File: config.mk
export PLATFORM = sky130hd
export DESIGN_NAME = flash_read_arbiter
export DESIGN_NICKNAME = d
export VERILOG_FILES = /design/src/rtl/flash_read_arbiter.sv
export SDC_FILE = /design/constraint.sdc
export NUM_CORES = 1
export LEC_CHECK = 0
export CORE_UTILIZATION = 51
export CTS_BUF_LIST = sky130_fd_sc_hd__clkbuf_8
export DETAILED_ROUTE_END_ITERATION = 10
export GPL_TIMING_DRIVEN = 0
export PLACE_DENSITY = 0.9
export SLEW_MARGIN = 5
export SYNTH_ARGS = -nofsm -noshare
export SYNTH_HDL_FRONTEND = slang
export SYNTH_SLANG_ARGS = --single-unit
File: constraint.sdc
create_clock -name clk -period 2.7 [get_ports clk]
set_input_delay 0.54 -clock clk [delete_from_list [all_inputs] [get_ports clk]]
set_output_delay 0.54 -clock clk [all_outputs]
set_load 0.01 [all_outputs]
File: src/rtl/flash_read_arbiter.sv
// Round-robin arbiter sharing one byte-wide flash read engine between two
// burst requesters, with a per-access timeout.
module flash_read_arbiter #(
    parameter int ADDR_W  = 24,
    parameter int LEN_W   = 9,
    parameter int TIMEOUT = 255
) (
    input  logic                  clk,
    input  logic                  rst,
    input  logic [1:0]            req,
    input  logic [2*ADDR_W-1:0]   req_addr,
    input  logic [2*LEN_W-1:0]    req_len,
    output logic [1:0]            gnt,
    output logic [1:0]            byte_valid,
    output logic [7:0]            byte_data,
    input  logic [1:0]            byte_ready,
    output logic [1:0]            done,
    output logic                  err,
    output logic                  rd_read,
    output logic [ADDR_W-1:0]     rd_addr,
    input  logic                  rd_ready,
    input  logic [7:0]            rd_data
);

    localparam int TW = $clog2(TIMEOUT + 2);

    typedef enum logic [2:0] {
        IDLE,
        ISSUE,
        WAIT,
        HOLD,
        FIN
    } state_t;

    state_t            state;
    logic              last;
    logic              gidx;
    logic [ADDR_W-1:0] cur_addr;
    logic [LEN_W-1:0]  remaining;
    logic [TW-1:0]     timer;

    logic              pick;
    logic [1:0]        pick_oh;
    logic [1:0]        g_oh;
    logic [ADDR_W-1:0] win_addr;
    logic [LEN_W-1:0]  win_len;
    logic [ADDR_W-1:0] next_addr;
    logic              accept;

    // Requester 1 wins when alone, or on contention when 0 was served last.
    assign pick      = req[1] & (~req[0] | ~last);
    assign pick_oh   = pick ? 2'b10 : 2'b01;
    assign g_oh      = gidx ? 2'b10 : 2'b01;
    assign win_addr  = pick ? req_addr[ADDR_W +: ADDR_W] : req_addr[0 +: ADDR_W];
    assign win_len   = pick ? req_len[LEN_W +: LEN_W] : req_len[0 +: LEN_W];
    assign next_addr = cur_addr + ADDR_W'(1);
    assign accept    = |(byte_ready & g_oh);

    always_ff @(posedge clk) begin
        if (rst) begin
            state      <= IDLE;
            last       <= 1'b1;
            gidx       <= 1'b0;
            cur_addr   <= '0;
            remaining  <= '0;
            timer      <= '0;
            gnt        <= '0;
            byte_valid <= '0;
            byte_data  <= '0;
            done       <= '0;
            err        <= 1'b0;
            rd_read    <= 1'b0;
            rd_addr    <= '0;
        end else begin
            rd_read <= 1'b0;
            done    <= '0;
            err     <= 1'b0;
            unique case (state)
                IDLE: begin
                    if (|req) begin
                        gidx      <= pick;
                        gnt       <= pick_oh;
                        cur_addr  <= win_addr;
                        remaining <= win_len;
                        if (win_len == LEN_W'(0)) begin
                            done  <= pick_oh;
                            state <= FIN;
                        end else begin
                            rd_read <= 1'b1;
                            rd_addr <= win_addr;
                            state   <= ISSUE;
                        end
                    end
                end
                ISSUE: begin
                    timer <= '0;
                    state <= WAIT;
                end
                WAIT: begin
                    // A completion arriving on the timeout cycle still counts.
                    if (rd_ready) begin
                        byte_data  <= rd_data;
                        byte_valid <= g_oh;
                        state      <= HOLD;
                    end else if (timer == TW'(TIMEOUT)) begin
                        done  <= g_oh;
                        err   <= 1'b1;
                        state <= FIN;
                    end else begin
                        timer <= timer + TW'(1);
                    end
                end
                HOLD: begin
                    if (accept) begin
                        byte_valid <= '0;
                        cur_addr   <= next_addr;
                        remaining  <= remaining - LEN_W'(1);
                        if (remaining == LEN_W'(1)) begin
                            done  <= g_oh;
                            state <= FIN;
                        end else begin
                            rd_read <= 1'b1;
                            rd_addr <= next_addr;
                            state   <= ISSUE;
                        end
                    end
                end
                FIN: begin
                    gnt   <= '0;
                    last  <= gidx;
                    state <= IDLE;
                end
                default: state <= IDLE;
            endcase
        end
    end

endmodule

==> flow_summary.ini <==
[sta]
final.setup.tns_ns = 0
setup_violations = 0
relSlewSlack_pct = 56.0
setup_ws_ns = 0.165
timing.fmax_mhz = 394
skew_ns = 0.0140
hold_ws_ns = 0.465
hold_violations = 0
drv_slew = 0
worst-slew-pin-transition_ns = 0.660
rsz0062_at_grt = false
finalCritPeriodShare_pct = 93.9
post-route-min-period_ns = 2.54

[logic_synthesis]
yosys.area.top_type = dfxtp_1
ys_top_cells_by_count = nand2_1 (123), dfxtp_1 (87), a21oi_1 (72)
synth_edf_count = 0
syn-num-nets = 705
ys_types = 59
synth.avg_cell_area_um2 = 7.54
synth.most_common_cell = nand2_1
async_flop_share_pct = 0
yosysTopAreaCellShare_pct = 37.3
ys_ff_latch = 87
post_synth_instance_area_um2 = 4670
seq_area_frac_synth_pct = 37.3
synth_ff_type = dfxtp_1
synth_area_leaders = dfxtp_1 (37%), nand2_1 (9.9%), a21oi_1 (7.7%), nor2_1 (5.5%), mux2i_1 (4.5%)
yosysWarnings = 0
synthCells = 619

[final_layout]
seq_area_um2 = 1740
final_core_util_pct = 71.5
antenna_cells = 0
n_fill_cell = 664
design_area_um2 = 6300
fin_nets = 841
drive_gt1_share_pct = 5.79
multiInputGateArea_um2 = 2730
synthToLayoutAreaGrowth_pct = 35.0

[worst_setup_path]
start_kind = input pin
critPathKind = in -> reg
worst_ep_arrival_time_ns = 2.82
slowest_stage = clkdlybuf4s50_1
worst_ep_required_time_ns = 2.98
cp-end-kind = flip-flop
max_stage_delay_ns = 0.62
crit_chain = clkdlybuf4s50_1, a21bo_2, clkbuf_1, a21boi_0, a31oi_1, nand2_1, a21oi_1
cp_max_fo = 10

[global_routing]
met2_usage_pct = 54.0
grt_usage_pct = 31.2
met1_usage_pct = 36.6
grt_max_degree = 15
grt_pass1_wl_mm = 23.6
grt-busiest-layer = met2
antenna_found_initial = 0
grt_util_met3_pct = 5.68
overflow = 0
grt_pass1_vias = 4935

[power]
ir_worst_vdd_v = 0.000458
power_switching_mw = 2.21
p_sw_share_pct = 39.6
p_int_mw = 3.37
seqPwrFrac_pct = 34.3
p_per_area_nw_per_um2 = 886
pwr-share-comb_pct = 46.0
power_leakage_nw = 2.32
pwr-share-clk_pct = 19.6

[placement]
gp_congestion = 0.934
io_buffers = 119
dpl-instance-area_um2 = 5990
post-place-ws_ns = -0.692
post-dp-hpwl_mm = 11.0

[detailed_routing]
dr.pass1.iters = 8
viasPerCell = 5.99
drc = 18
ant_nets = 0
routed_wl_mm = 15.1
vias = 5200
avgRoutedWirePerCell_um = 17.4
dr.first_iter.drc_count = 428

[floorplanning]
die_w_um = 97.7
core_area_um2 = 8810
initial_utilization_pct = 53.0
dieHeight_um = 97.7
dieArea_um2 = 9540
io_pins = 121
rows = 34

[status]
status = finished with violations
violations = DRC

[job]
drv_cap = 0

[clocking]
clockBufferDepth = 2
cts_root_buf = clkbuf_8
clk_pin_slew_ns = 0.09
htreeDepth = 3
cts_buffers = 9
clock-sinks = 87
clkLatencyLatePin_ns = 0.36
cts_tree = yes

[min_path]
min_path_type = reg -> reg
[layer usage]
layer	wire, µm	up-vias
met1	5950	2379
met2	7170	324
met3	1470	56
li1	-	2441
met5	0	-
met4	558	0
[through the flow]
step / power [mW] / cells
CTS: 5.44 / 865
finish: 5.58 / 868
detailed placement: 4.30 / 846
global route: 5.85 / 868
global placement: 4.22 / 846
floorplan: 3.42 / 619
[critical path, delay by kind of cell]
kind	cells	cell delay, ns
compound gates	4	1.00
buf+inv	2	1.17
simple gates	1	0.11
[power by group through the flow]
stage                     Sequential, mW  Combinational [mW]  Clock [mW]
after floorplan                     1.93                1.49           0
after global placement              1.90                2.31           0
after detailed placement            1.92                2.37           0
after CTS                           1.90                2.46        1.08
after global routing                1.95                2.76        1.14
final                               1.92                2.57        1.09
[area by class of cell]
cell class	count	share of cell area, %
flip-flops and latches	87	27.6
clock inverters	7	1.81
clock buffers	9	1.97
inverters	11	0.655
multi-input cells	482	43.3
repair buffers	126	19.7
plain buffers	38	2.76
well taps	108	2.14
[registers in the layout (all words and copies together) (netlist names)]
| name | count |
|---|---|
| cur_addr | 24 |
| last | 1 |
| gidx | 1 |
| byte_valid | 2 |
| gnt | 2 |
| err | 1 |
| remaining | 9 |
| state | 3 |
| done | 2 |
| rd_read | 1 |
| timer | 9 |
| rd_addr | 24 |
| byte_data | 8 |
[cell families (layout without fill, tap and decap cells)]
| family | after synthesis | count (layout) | synth area share (%) |
|---|---|---|---|
| and+or+nand+nor | 288 | 288 | 28.6 |
| xor gates and xnor gates | 21 | 21 | 3.94 |
| buffers and inverters | 50 | 191 | 4.56 |
| AOI/OAI and AO/OA | 145 | 145 | 19.3 |
| muxes | 23 | 23 | 4.99 |
| adders and majority gates | 5 | 5 | 1.34 |
| DFF | 87 | 87 | 37.3 |
[worst paths after layout]
kind | start | end | slack (ns) | depth (start not counted)
hold / removal | byte_data[0]$_SDFFE_PP0P_ | byte_data[0]$_SDFFE_PP0P_ | 0.47 | 2
hold reg to reg | byte_data[0]$_SDFFE_PP0P_ | byte_data[0]$_SDFFE_PP0P_ | 0.47 | 2
setup / recovery | req[0] | cur_addr[19]$_SDFFE_PP0P_ | 0.16 | 7
setup reg to reg | timer[0]$_SDFFE_PP0P_ | timer[5]$_SDFFE_PP0P_ | 0.17 | 9
[layout by cell type, fill, tap and decap left out, drive strengths merged, types with 3 or more instances in the layout]
master / synthesis / final
a211oi: 3 / 3
a21boi: 6 / 6
a21oi: 73 / 73
a22oi: 10 / 10
a31oi: 7 / 7
and3: 9 / 9
and4: 3 / 3
buf: 9 / 15
bufinv: 0 / 3
clkbuf: 30 / 39
clkdlybuf4s50: 0 / 119
dfxtp: 87 / 87
ha: 5 / 5
inv: 11 / 13
mux2i: 21 / 21
nand2: 123 / 123
nand2b: 9 / 9
nand3: 21 / 21
nand4: 11 / 11
nor2: 68 / 68
nor3: 15 / 15
nor3b: 4 / 4
nor4: 8 / 8
o211ai: 7 / 7
o21ai: 18 / 18
o31ai: 4 / 4
or3: 3 / 3
or4: 3 / 3
xnor2: 16 / 16
xor2: 5 / 5
[repair_timing]
action,CTS,global route
hold endpoints to repair,0,0
resized for setup,3,7
hold buffers,0,0
buffers inserted,4,3
pin swaps,1,1
setup endpoints to repair,49,22
No activity file was read; power rests on OpenSTA's default activity.
